**src/rtl/divu_8bit.sv**
```systemverilog
// Sequential unsigned restoring divider.
//
// Divides a DW-bit dividend by a VW-bit divisor and produces one quotient bit per clock.
// It is the inverse of the 4-bit shift-add multiplier: dividing the 8-bit product by one
// factor recovers the other. The results feed the BCD converters and the seven-segment path.
//
// Ports:
//   clk        system clock, rising edge
//   reset      asynchronous active-low reset (0 = reset)
//   start      operation request, sampled only while idle
//   dividend   DW-bit dividend, captured on an accepted start
//   divisor    VW-bit divisor, captured on an accepted start
//   busy       high while a division is in progress
//   done       one-cycle pulse; quotient/remainder/dz are valid in the same cycle
//   dz         divide-by-zero flag of the last operation
//   quotient   DW-bit quotient of the last completed operation
//   remainder  VW-bit remainder of the last completed operation
//
// Timing: start accepted at edge k -> DW CALC cycles -> FIN -> done high after edge k+DW+1.
// A zero divisor skips CALC, so done is high after edge k+1.
// quotient, remainder and dz only change in FIN and hold until the next FIN. dz is also
// cleared on the next accepted start. All outputs come straight from flops.

module divu_8bit #(
  parameter int unsigned DW = 8,
  parameter int unsigned VW = 4
) (
  input  logic          clk,
  input  logic          reset,
  input  logic          start,
  input  logic [DW-1:0] dividend,
  input  logic [VW-1:0] divisor,
  output logic          busy,
  output logic          done,
  output logic          dz,
  output logic [DW-1:0] quotient,
  output logic [VW-1:0] remainder
);

  // Wide enough to hold the value DW itself.
  localparam int unsigned CntW = $clog2(DW + 1);

  typedef enum logic [1:0] {
    StIdle,
    StCalc,
    StFin
  } state_e;

  state_e        state_q, state_d;
  logic [CntW-1:0] cnt_q, cnt_d;
  // The partial remainder carries one guard bit so the trial value never overflows.
  logic [VW:0]   r_q, r_d;
  // Dividend bits shift out of the MSB while quotient bits shift into the LSB.
  logic [DW-1:0] q_q, q_d;
  logic [VW-1:0] dvs_q, dvs_d;

  logic          busy_q, busy_d;
  logic          done_q, done_d;
  logic          dz_q, dz_d;
  logic [DW-1:0] quot_q, quot_d;
  logic [VW-1:0] rem_q, rem_d;

  // Trial remainder: previous remainder shifted left with the next dividend bit appended.
  logic [VW:0] trial;
  logic [VW:0] trial_diff;
  logic        trial_ge;

  always_comb begin
    trial      = {r_q[VW-1:0], q_q[DW-1]};
    trial_diff = trial - {1'b0, dvs_q};
    trial_ge   = (trial >= {1'b0, dvs_q});
  end

  // Since r < divisor after every step, the guard bit of r_q is always zero after the
  // subtract. It is kept for clarity of the datapath width and is deliberately left unread.
  logic unused_r_msb;
  assign unused_r_msb = r_q[VW];

  always_comb begin
    state_d = state_q;
    cnt_d   = cnt_q;
    r_d     = r_q;
    q_d     = q_q;
    dvs_d   = dvs_q;
    busy_d  = busy_q;
    done_d  = 1'b0;
    dz_d    = dz_q;
    quot_d  = quot_q;
    rem_d   = rem_q;

    unique case (state_q)
      StIdle: begin
        if (start) begin
          dvs_d  = divisor;
          q_d    = dividend;
          r_d    = '0;
          cnt_d  = CntW'(DW);
          busy_d = 1'b1;
          dz_d   = 1'b0;
          // A zero divisor needs no iterations; FIN substitutes the fixed results.
          state_d = (divisor == '0) ? StFin : StCalc;
        end
      end

      StCalc: begin
        r_d   = trial_ge ? trial_diff : trial;
        q_d   = {q_q[DW-2:0], trial_ge};
        cnt_d = cnt_q - CntW'(1);
        if (cnt_q == CntW'(1)) begin
          state_d = StFin;
        end
      end

      StFin: begin
        done_d  = 1'b1;
        busy_d  = 1'b0;
        state_d = StIdle;
        if (dvs_q == '0) begin
          quot_d = '1;
          rem_d  = '0;
          dz_d   = 1'b1;
        end else begin
          quot_d = q_q;
          rem_d  = r_q[VW-1:0];
          dz_d   = 1'b0;
        end
      end

      default: begin
        state_d = StIdle;
      end
    endcase
  end

  always_ff @(posedge clk or negedge reset) begin
    if (!reset) begin
      state_q <= StIdle;
      cnt_q   <= '0;
      r_q     <= '0;
      q_q     <= '0;
      dvs_q   <= '0;
      busy_q  <= 1'b0;
      done_q  <= 1'b0;
      dz_q    <= 1'b0;
      quot_q  <= '0;
      rem_q   <= '0;
    end else begin
      state_q <= state_d;
      cnt_q   <= cnt_d;
      r_q     <= r_d;
      q_q     <= q_d;
      dvs_q   <= dvs_d;
      busy_q  <= busy_d;
      done_q  <= done_d;
      dz_q    <= dz_d;
      quot_q  <= quot_d;
      rem_q   <= rem_d;
    end
  end

  assign busy      = busy_q;
  assign done      = done_q;
  assign dz        = dz_q;
  assign quotient  = quot_q;
  assign remainder = rem_q;

endmodule

```
**config.mk**
```make
export PLATFORM = sky130hd
export DESIGN_NAME = divu_8bit
export DESIGN_NICKNAME = d
export VERILOG_FILES = /design/src/rtl/divu_8bit.sv
export SDC_FILE = /design/constraint.sdc
export NUM_CORES = 1
export LEC_CHECK = 0
export BUFFER_PORTS_ARGS = -buffer_cell sky130_fd_sc_hd__buf_2
export CAP_MARGIN = 20
export CORE_UTILIZATION = 30
export DETAILED_ROUTE_END_ITERATION = 6
export PLACE_DENSITY_LB_ADDON = 0.25
export REMOVE_ABC_BUFFERS = 1
export SYNTH_ARGS = -nofsm -noshare
export SYNTH_HDL_FRONTEND = slang
export SYNTH_SLANG_ARGS = --single-unit
```
**constraint.sdc**
```tcl
create_clock -name clk -period 2.25 [get_ports clk]
set_input_delay 0 -clock clk [delete_from_list [all_inputs] [get_ports clk]]
set_output_delay 0 -clock clk [all_outputs]
set_load 0.02 [all_outputs]
```
==> flow_summary.rst, run 1 <==
.. list-table::
   :header-rows: 1

   * - Metric
     - Value
   * - Asr flop ratio synth
     - 100%
   * - Cells after synthesis
     - 169
   * - Sum of routed wire length over all layers
     - 3880 microns
   * - Final setup viols
     - 0
   * - CP Class
     - reg -> reg
   * - Worst reg-to-reg setup slack
     - 410 ps
   * - Crit path capture type
     - register
   * - Bufs on Longest Clock Path
     - 2
   * - Ratio of final minimum period to clock period
     - 81.8%
   * - Die footprint
     - 6210 sq um
   * - Inserted Clock Buffers
     - 5
   * - Net Sw Power
     - 1330 uW
   * - Sum of overflow across all layers after global routing
     - 0
   * - Mean instance size in the synthesized netlist
     - 10.5 sq um
   * - Class of the worst hold path
     - in -> reg
   * - Result of the run
     - complete, no violations
   * - Number of global-route vias before repair
     - 1385
   * - Internal power summed over all cells
     - 1900 uW
   * - RR Endpoint
     - r_q[0]
   * - Required time worst endpoint
     - 2430 ps
   * - Startpoint type of the worst setup path
     - register
   * - Antenna violation net count after detailed routing
     - 0
   * - Tightest Pin Transition
     - 828 ps
   * - Number of detailed-routing iterations run before antenna repair
     - 4
   * - Worst-case reg-to-reg path depth
     - 5
   * - Unrepaired setup endpoints after global routing
     - no
   * - Final non-filler cell total
     - 280
   * - Die width
     - 78.8 microns
   * - Clock-pin slew reported for the worst setup and hold paths after clock tree synthesis
     - 70 ps
   * - Share of total power in combinational logic
     - 48.3%
   * - Number of synthesized register bits
     - 37
   * - Final hold violation count
     - 0
   * - Routed wirelength normalized by instance count
     - 13.8 microns
   * - H-tree depth
     - 2
   * - Sequential area share after synthesis
     - 52.3%
   * - TritonCTS clock tree
     - done
   * - Arrival time worst endpoint
     - 2020 ps
   * - Placed wire-length estimate after detailed placement
     - 2850 microns
   * - Total global-route track usage
     - 14.0%
   * - Pwr dens
     - 1510 nW/um^2
   * - Standby leakage power
     - 0.000985 uW
   * - Tmin final
     - 1840 ps
   * - Number of filler cells placed in the layout
     - 594
   * - VDD IR-drop max
     - 439 uV
   * - Sw Ratio
     - 41.1%
   * - Number of antenna cells inserted
     - 0
   * - Core Footprint
     - 5610 sq um
   * - Worst-Skew Late Latency
     - 280 ps
   * - Initial standard-cell utilization of the core
     - 31.6%
   * - Max Clock Skew
     - 2.66 ps
   * - Global-route wire length before repair
     - 6570 microns
   * - Pins Over Slew Limit
     - 0
   * - Sink count of the clock tree
     - 37
   * - Syn. warnings
     - 0
   * - Setup TNS
     - 0 ps
   * - DRC marker count from the first detailed-route iteration
     - 56
   * - Count of nets after finishing
     - 229
   * - Fraction of power consumed by the clock network
     - 13.6%
   * - Netlist area before placement
     - 1770 sq um
   * - Number of I/O pins
     - 30
   * - Rel. slew slack
     - 44.8%
   * - Max-cap check violation count
     - 0
   * - Worst setup endpoint
     - r_q[0]
   * - Setup repair bufs after CTS
     - 0
   * - Die outline height
     - 78.8 microns
   * - I/O Buffers
     - 29
   * - Crit-path max FO
     - 5
   * - Maximum achievable frequency
     - 0.543 GHz
   * - Number of antenna violations at the first check in global routing
     - 0
   * - Count of unresolved DRC violations after routing
     - 0
   * - Post-synthesis cell type count
     - 36
   * - Number of buffers inserted by hold repair at cts
     - 5
   * - Number of cells upsized or downsized after cts
     - 0
   * - Register share of total power
     - 38.1%
   * - Post-synth top flop
     - dfrtp_1
   * - Number of enable flip-flop cells after synthesis
     - 0
   * - Placer congestion estimate
     - 0.741
   * - Via Count
     - 1351
   * - Clock root cell
     - clkbuf_8
   * - R2R Path Start
     - r_q[1]
   * - Layout cell share with drive strength beyond 1
     - 21.6%
   * - Largest net degree at the start of global routing
     - 38
   * - Start point of the critical path
     - r_q[1]
   * - Area Growth Syn to Fin
     - 20.4%
   * - Total number of placement rows
     - 27
   * - Drt via density
     - 4.83
   * - Post-Place Cells
     - 267
==> metrics by stage <==
step                hold WS, ps  power, uW  setup slack, ps  util [%]  area [sq um]
global route               20.4       3540              304      38.0          2130
global placement            153       2790              446      35.7          2000
finish                     5.59       3230              410      38.0          2130
floorplan                  -296       2340              540         -          1730
CTS                        3.58       3280              413      38.0          2130
detailed placement          147       2820              419      35.7          2000
==> power groups by stage <==
| stage | sequential (uW) | clock (uW) | combinational (uW) |
|---|---|---|---|
| final | 1230 | 437 | 1560 |
| after global routing | 1280 | 487 | 1770 |
| after CTS | 1240 | 462 | 1590 |
| after detailed placement | 1250 | 0 | 1570 |
| after global placement | 1250 | 0 | 1550 |
| after floorplan | 1360 | 0 | 980 |
==> placed cells by master, fill, tap and decap left out, types with 5 or more instances in the layout <==
cell type / count
o21ai_0: 15
clkbuf_8: 5
inv_1: 9
a21oi_1: 8
nand2_1: 17
nor2_1: 5
buf_2: 29
dlygate4sd3_1: 5
dfrtp_1: 37
ha_1: 6
a22oi_1: 8
nor2b_1: 11
o22a_1: 7
==> layer usage <==
| metal | vias to the layer above | track usage [%] | wire length, microns |
|---|---|---|---|
| met3 | 4 | 3.22 | 147 |
| li1 | 681 | - | - |
| met1 | 635 | 17.8 | 1910 |
| met4 | 0 | 5.45 | 52 |
| met2 | 31 | 22.9 | 1770 |
| met5 | - | 0 | 0 |
==> critical path, stage by stage, from the launching register on <==
cell and delay (ps):
dfrtp_1 420, ha_1 360, or2_1 250, a211oi_2 370, o21ai_1 100, a32o_1 240
==> sequential cells by signal, indices dropped and copies added, names as in the netlist <==
register / flops
q_q: 8
quotient: 8
cnt_q: 4
dvs_q: 4
r_q: 4
remainder: 4
state_q: 2
busy: 1
done: 1
dz: 1
==> worst min path at each step <==
stage                           start           to  slack, ps  cells past startpoint
after floorplan                 reset         busy       -300                      0
after CTS                 dividend[1]       q_q[1]          4                      3
final                     dividend[4]       q_q[4]          6                      3
after global placement          reset  quotient[0]        150                      1
after global routing      dividend[0]       q_q[0]         20                      3
after detailed placement        reset  quotient[0]        150                      1
==> cell usage after synthesis, drive strengths merged, types with 3 or more instances <==
library cell / count / area (sq um)
o21ai: 16 / 80.1
nor2: 5 / 18.8
a22oi: 8 / 60.1
a21oi: 8 / 40.0
inv: 9 / 33.8
ha: 6 / 75.1
xnor2: 3 / 26.3
nand3: 4 / 20.0
dfrtp: 37 / 926
buf: 6 / 32.5
nor2b: 11 / 68.8
o211ai: 4 / 30.0
nand2: 17 / 63.8
a22o: 4 / 35.0
o22a: 7 / 61.3
nand2b: 4 / 25.0
nor4: 4 / 31.3
==> area by class of cell <==
class / count / area (sq um) / area share, %
timing repair buffer: 38 / 225 / 10.6
sequential: 37 / 926 / 43.4
tap: 72 / 90.1 / 4.23
clock inverter: 2 / 10.0 / 0.469
multi-input combinational: 116 / 774 / 36.3
clock buffer: 6 / 72.6 / 3.40
inverter: 9 / 33.8 / 1.58
==> kinds of logic after synthesis <==
family,synth area share [%]
xor gates and xnor gates,1.48
DFF,52.3
AOI/OAI and AO/OA,20.6
buffers and inverters,3.96
adders and majority gates,5.37
and+or+nand+nor,15.1
muxes,1.20
(Power assumes the default switching activity.)
==> inputs of run 2 (changes only) <==
--- a/config.mk
+++ b/config.mk
@@ -5,6 +5,7 @@
 export SDC_FILE = /design/constraint.sdc
 export NUM_CORES = 1
 export LEC_CHECK = 0
+export ABC_AREA = 1
 export BUFFER_PORTS_ARGS = -buffer_cell sky130_fd_sc_hd__buf_2
 export CAP_MARGIN = 20
 export CORE_UTILIZATION = 30
==> constraint.sdc (replaced) <==
create_clock -name clk -period 1.55 [get_ports clk]
set_input_delay 0 -clock clk [delete_from_list [all_inputs] [get_ports clk]]
set_output_delay 0 -clock clk [all_outputs]
set_load 0.02 [all_outputs]
==> run 2 against run 1 <==
Net effect:
- synthesized cell count grew 5.9%
- core utilization grew 2.3 points
- count of clock-buffer cells in the layout is the same
- combinational power grew 57%
- register-to-register slack lost 300 ps
- worst setup slack lost 300 ps
- via count grew 4.0%
- critical path type unchanged
- critical endpoint is now r_q[2]
- highest routed layer unchanged
==> flow_summary.rst, run 2 <==
.. list-table::
   :header-rows: 1

   * - Metric
     - Value
   * - Sequential standard cell area
     - 926 sq um
   * - Synth cell count leaders
     - dfrtp_1, nand2_1, inv_1
   * - Cell Area, Placed
     - 1960 sq um
   * - Final hold violation count
     - 0
   * - Setup TNS
     - 0 ps
   * - Top Family by Delay on Critical Path
     - adder cells
   * - CP Class
     - reg -> reg
   * - TritonCTS clock tree
     - done
   * - Min-Delay Endpoint
     - q_q[7]
   * - Total number of placement rows
     - 27
   * - Clock root cell
     - clkbuf_8
   * - Cells on Worst Hold Path
     - 3
   * - DRC marker count from the first detailed-route iteration
     - 67
   * - Number of antenna cells inserted
     - 0
   * - Syn. warnings
     - 0
   * - Final non-filler cell total
     - 304
   * - Crit path capture type
     - register
   * - Layout cell share with drive strength beyond 1
     - 25.4%
   * - Asr flop ratio synth
     - 100%
   * - Count of nets after finishing
     - 253
   * - Sum of routed wire length over all layers
     - 3750 microns
   * - Max-cap check violation count
     - 0
   * - Cells after synthesis
     - 179
   * - Ratio of final minimum period to clock period
     - 92.8%
   * - Drt via density
     - 4.62
   * - Fin util
     - 40.3%
   * - Design area
     - 2220 sq um
   * - Largest net degree at the start of global routing
     - 22
   * - Maximum achievable frequency
     - 0.696 GHz
   * - Top post-synthesis cells by area
     - dfrtp_1, nand2_1, nand3_1
   * - Startpoint type of the worst setup path
     - register
   * - Inserted Clock Buffers
     - 5
   * - Post-synthesis cell type count
     - 28
   * - Area share of the largest cell type after synthesis
     - 54.3%
   * - Number of I/O pins
     - 30
   * - Power, Total
     - 4770 uW
   * - Most frequently used cell type in the post-synthesis netlist
     - dfrtp_1
   * - Placer congestion estimate
     - 0.833
   * - Bufs on Longest Clock Path
     - 2
   * - Cell taking the most area after synthesis
     - dfrtp_1
   * - Netlist area before placement
     - 1700 sq um
   * - Initial standard-cell utilization of the core
     - 30.9%
   * - R2R Path Start
     - dvs_q[0]
   * - Clock-pin slew reported for the worst setup and hold paths after clock tree synthesis
     - 70 ps
   * - Mean instance size in the synthesized netlist
     - 9.52 sq um
   * - Number of global-route vias before repair
     - 1434
   * - Via Count
     - 1405
   * - Worst-case reg-to-reg path depth
     - 6
   * - Total area of multi-input combinational cells
     - 706 sq um
   * - Sequential area share after synthesis
     - 54.3%
   * - Die footprint
     - 5990 sq um
   * - Delay of the slowest cell on the worst path
     - 430 ps
   * - Sum of overflow across all layers after global routing
     - 0
   * - H-tree depth
     - 2
   * - Standby leakage power
     - 0.00107 uW
   * - RR Endpoint
     - r_q[2]
   * - Required time worst endpoint
     - 1720 ps
   * - Worst reg-to-reg setup slack
     - 110 ps
   * - Core Footprint
     - 5510 sq um
   * - Number of filler cells placed in the layout
     - 559
   * - Post-Place Cells
     - 281
   * - Number of antenna violations at the first check in global routing
     - 0
   * - Number of detailed-routing iterations run before antenna repair
     - 4
   * - Die width
     - 77.4 microns
   * - Global-route wire length before repair
     - 6650 microns
   * - Start point of the critical path
     - dvs_q[0]
   * - VDD IR-drop max
     - 973 uV
   * - Worst path buffer plus inverter count
     - 0
   * - Total global-route track usage
     - 14.2%
   * - I/O Buffers
     - 29
   * - Number of enable flip-flop cells after synthesis
     - 0
   * - Most common library cell in the layout ignoring fill and taps
     - dfrtp_1
   * - Worst Min Path Start
     - dividend[7]
   * - Rel. slew slack
     - 69.3%
   * - Sink count of the clock tree
     - 37
   * - Result of the run
     - complete, no violations
   * - Die outline height
     - 77.4 microns
   * - Critical-path cell list
     - ha_4 > fa_1 > xor2_1 > nand2_1 > nand3_1 > nand2_1
   * - Number of synthesized register bits
     - 37
   * - Area Growth Syn to Fin
     - 30.3%
   * - Pins Over Slew Limit
     - 0
   * - Crit-path max FO
     - 3
   * - CP most frequent cell
     - nand2_1
   * - Max Clock Skew
     - 5.20 ps
   * - Cell type of the slowest stage on the worst timing path
     - dfrtp_1
   * - Most frequent cells in the layout
     - dfrtp_1, nand2_1, buf_2, inv_1, nand3_1
   * - Final setup viols
     - 0
   * - Post-synth top flop
     - dfrtp_1
   * - Tmin final
     - 1440 ps
   * - Class of the worst hold path
     - in -> reg
   * - Arrival time worst endpoint
     - 1610 ps
   * - Routed wirelength normalized by instance count
     - 12.3 microns
   * - Worst-Skew Late Latency
     - 280 ps
   * - Count of unresolved DRC violations after routing
     - 0
   * - Placed wire-length estimate after detailed placement
     - 2710 microns
   * - Antenna violation net count after detailed routing
     - 0
   * - Tightest Pin Transition
     - 458 ps
   * - Pwr dens
     - 2150 nW/um^2
run 2: changes by cell type after synthesis, moves of 4 or more:
cell / before / now
nor2b_1: 11 / 0
nand3_1: 4 / 16
nor3_1: 1 / 9
a21oi_1: 8 / 3
inv_1: 9 / 18
a22oi_1: 8 / 0
o21ai_0: 15 / 4
o22ai_1: 1 / 9
o211ai_1: 4 / 0
nand2b_1: 4 / 0
nand2_1: 17 / 33
a22o_1: 4 / 0
nor2_1: 5 / 15
run 2: cell type report:
type,count,share of cell area (%)
multi-input cells,118,31.8
flip-flops and latches,37,41.7
well taps,72,4.06
clock buffers,6,3.27
inverters,19,3.21
clock inverters,2,0.451
repair buffers,50,15.5
run 2: timing repair:
item                                   CTS  global route
hold buffers                            12             0
setup endpoints to repair                0             5
endpoints found under the hold margin   46             0
buffers inserted                         0             3
resized for setup                        0             7
run 2: report_power, final:
part,switching (uW),internal [uW],leakage [uW]
Sequential,286,1410,0.000433
Clock,313,311,0.0000450
Combinational,1420,1030,0.000596
Total,2020,2740,0.00107
run 2: cells by family after synthesis:
kind of cell / count (synthesis) / synth area share, %
flip-flops: 37 / 54.3
multiplexers: 1 / 0.881
AO/OA/AOI/OAI: 28 / 10.9
buffers and inverters: 24 / 6.31
XOR/XNOR: 2 / 1.03
adder cells (fa/ha/maj): 7 / 5.58
AND/OR/NAND/NOR: 80 / 20.9
run 2: metal layers:
| layer | routed length [microns] | track usage, % | part of all wire, % | vias up |
|---|---|---|---|---|
| met5 | 0 | 0 | 0 | - |
| met4 | 10 | 5.85 | 0.27 | 0 |
| met3 | 143 | 3.65 | 3.8 | 2 |
| met2 | 1720 | 21.1 | 46 | 32 |
| met1 | 1880 | 19.5 | 50 | 665 |
| li1 | - | - | - | 706 |
run 2: metrics by stage:
step / setup slack [ps] / hold WS, ps
after global routing: -2.77 / 18.8
after CTS: 23.6 / 8.43
after floorplan: 153 / -296
after global placement: 76.4 / -37.7
after detailed placement: 32.4 / -34.5
final: 112 / 15.5
run 2: worst min-delay path: cells and delay by family:
family / cells / cell delay [ps]
buffers and inverters: 1 / 80
and+or+nand+nor: 2 / 160
run 2: how the worst max path moves through the flow:
stage          depth (start not counted)  slack (ps)  endpoint
4_1_cts                                8          20    r_q[1]
2_1_floorplan                          7         150    r_q[2]
3_3_place_gp                           7          80    r_q[2]
6_report                               6         110    r_q[2]
5_1_grt                               10          -3    r_q[1]
3_5_place_dp                           8          30    r_q[2]
==> inputs of run 3 (changes only) <==
--- a/config.mk
+++ b/config.mk
@@ -7,11 +7,11 @@
 export LEC_CHECK = 0
 export ABC_AREA = 1
 export BUFFER_PORTS_ARGS = -buffer_cell sky130_fd_sc_hd__buf_2
-export CAP_MARGIN = 20
 export CORE_UTILIZATION = 30
 export DETAILED_ROUTE_END_ITERATION = 6
 export PLACE_DENSITY_LB_ADDON = 0.25
 export REMOVE_ABC_BUFFERS = 1
+export SETUP_SLACK_MARGIN = 0.3
 export SYNTH_ARGS = -nofsm -noshare
 export SYNTH_HDL_FRONTEND = slang
 export SYNTH_SLANG_ARGS = --single-unit
==> run 3 against run 2 <==
Net effect:
- power up 11%
- non-clock buffer count up 14
- clock skew up 0.74 ps
- worst setup slack better by 39 ps
- flip-flop and latch count unchanged
- sequential power about the same
- combinational power up 21%
- core utilization up 4.0 points
- highest routed layer unchanged
==> flow_summary.rst, run 3 (same netlist as run 2, synthesis figures left out) <==
.. list-table::
   :header-rows: 1

   * - Metric
     - Value
   * - Result of the run
     - complete, no violations
   * - Arrival time worst endpoint
     - 1570 ps
   * - Area Growth Syn to Fin
     - 43.1%
   * - Via Count
     - 1444
   * - Crit-path max FO
     - 5
   * - TritonCTS clock tree
     - done
   * - Ratio of final minimum period to clock period
     - 90.2%
   * - Number of I/O pins
     - 30
   * - Bufs on Longest Clock Path
     - 2
   * - CP most frequent cell
     - nand2_1
   * - Layout cell share with drive strength beyond 1
     - 37.7%
   * - Core Footprint
     - 5510 sq um
   * - Max-cap check violation count
     - 0
   * - Die outline height
     - 77.4 microns
   * - Count of cell instances traversed by the critical path
     - 10
   * - Crit path capture type
     - register
   * - Sum of routed wire length over all layers
     - 3980 microns
   * - Pwr dens
     - 2180 nW/um^2
   * - Drt via density
     - 4.53
   * - Antenna violation net count after detailed routing
     - 0
   * - Placed wire-length estimate after detailed placement
     - 2710 microns
   * - Placer congestion estimate
     - 0.833
   * - VDD IR-drop max
     - 990 uV
   * - Number of detailed-routing iterations run before antenna repair
     - 4
   * - Setup TNS
     - 0 ps
   * - Standby leakage power
     - 0.00115 uW
   * - Worst-case reg-to-reg path depth
     - 10
   * - DRC marker count from the first detailed-route iteration
     - 71
   * - Startpoint type of the worst setup path
     - register
   * - Final hold violation count
     - 0
   * - Maximum achievable frequency
     - 0.715 GHz
   * - Cell type of the slowest stage on the worst timing path
     - dfrtp_1
   * - H-tree depth
     - 2
   * - Sink count of the clock tree
     - 37
   * - Sum of overflow across all layers after global routing
     - 0
   * - Global-route wire length before repair
     - 6970 microns
   * - Tmin final
     - 1400 ps
   * - Most frequent cells in the layout
     - dfrtp_1, buf_2, nand2_1, buf_4, nor2_1
   * - CP Class
     - reg -> reg
   * - Tightest Pin Transition
     - 475 ps
   * - Design area
     - 2440 sq um
   * - Total number of placement rows
     - 27
   * - Cell Area, Placed
     - 1960 sq um
   * - I/O Buffers
     - 29
   * - Worst path buffer plus inverter count
     - 1
   * - Clock-pin slew reported for the worst setup and hold paths after clock tree synthesis
     - 70 ps
   * - Required time worst endpoint
     - 1720 ps
   * - Max Clock Skew
     - 5.94 ps
   * - Delay of the slowest cell on the worst path
     - 420 ps
   * - Largest net degree at the start of global routing
     - 22
   * - Worst-Skew Late Latency
     - 280 ps
   * - Final setup viols
     - 0
   * - Initial standard-cell utilization of the core
     - 30.9%
   * - Cells on Worst Hold Path
     - 3
   * - Number of global-route vias before repair
     - 1491
   * - Inserted Clock Buffers
     - 5
   * - Number of filler cells placed in the layout
     - 538
   * - Number of antenna cells inserted
     - 0
   * - Top Family by Delay on Critical Path
     - simple AND/OR/NAND/NOR gates
   * - Critical-path cell list
     - ha_4 > nand2_1 > inv_1 > nand2_1 > nand2_1 > nand2_2 > nand2_4 > nand2_2 > nand3_2 > nand2_1
   * - Rel. slew slack
     - 68.2%
   * - Clock root cell
     - clkbuf_8
   * - Number of antenna violations at the first check in global routing
     - 0
   * - Total global-route track usage
     - 14.9%
   * - Pins Over Slew Limit
     - 0
   * - Count of nets after finishing
     - 268
   * - Unrepaired setup endpoints after global routing
     - yes
   * - Die width
     - 77.4 microns
   * - Class of the worst hold path
     - in -> reg
   * - Routed wirelength normalized by instance count
     - 12.5 microns
   * - Count of unresolved DRC violations after routing
     - 0
   * - Die footprint
     - 5990 sq um
   * - Most common library cell in the layout ignoring fill and taps
     - dfrtp_1
## run 3: changes by cell type in the layout (fill, tap and decap cells not counted), sizes merged
cell      delta
inv          -1
buf         +14
nand2        +1
clkinvlp     +1
## run 3: area by class of cell
cell class              count  area, sq um  area share, %
clock buffers               6         72.6           2.98
flip-flops and latches     37          927           38.0
well taps                  72         90.1           3.69
clock inverters             2         10.0          0.410
repair buffers             64          467           19.1
multi-input cells         119          797           32.7
inverters                  19         75.1           3.08
## run 3: worst reg2reg max path, delay by kind of cell, from the launching register on
family | cells | cell delay (ps)
and+or+nand+nor | 8 | 530
buffers and inverters | 1 | 40
DFF | 1 | 420
adders and majority gates | 1 | 300
## run 3: stage by stage
| stage | power [uW] | hold slack (ps) | worst slack, ps | utilization, % | instances |
|---|---|---|---|---|---|
| floorplan | 3260 | -296 | 153 | - | 174 |
| global placement | 3940 | -37.7 | 76.4 | 35.6 | 281 |
| detailed placement | 3960 | -34.5 | 32.4 | 35.6 | 281 |
| CTS | 5050 | 8.43 | 155 | 42.4 | 313 |
| global route | 5790 | 18.8 | 46.8 | 44.3 | 319 |
| finish | 5310 | 16.1 | 151 | 44.3 | 319 |
## run 3: final timing paths
check / slack [ps] / endpoint / from
worst min register to register: 480 / remainder[3] / remainder[3]
worst min-delay path: 20 / q_q[7] / dividend[7]
worst max-delay path: 150 / r_q[0] / r_q[1]
min in group asynchronous: 190 / q_q[0] / reset
worst max register to register: 150 / r_q[0] / r_q[1]
max in group asynchronous: 920 / quotient[5] / reset
## run 3: repair_timing
action,4_1_cts,5_1_grt
setup endpoints to repair,19,30
setup buffers,12,5
gates cloned,0,1
endpoints found under the hold margin,46,0
pin swaps,8,10
hold buffers,12,0
resized for setup,15,18
## run 3: power by group
part	switching (uW)	internal [uW]	total, uW
Clock	324	311	636
Combinational	1630	1330	2960
Sequential	305	1410	1710
Total	2260	3050	5310
## run 3: routing by layer
metal | vias up | global-route usage [%] | wire length, microns
met4 | 0 | 5.47 | 31
met1 | 674 | 19.8 | 2000
met5 | - | 0 | 0
met2 | 25 | 23.4 | 1840
li1 | 740 | - | -
met3 | 5 | 3.53 | 113
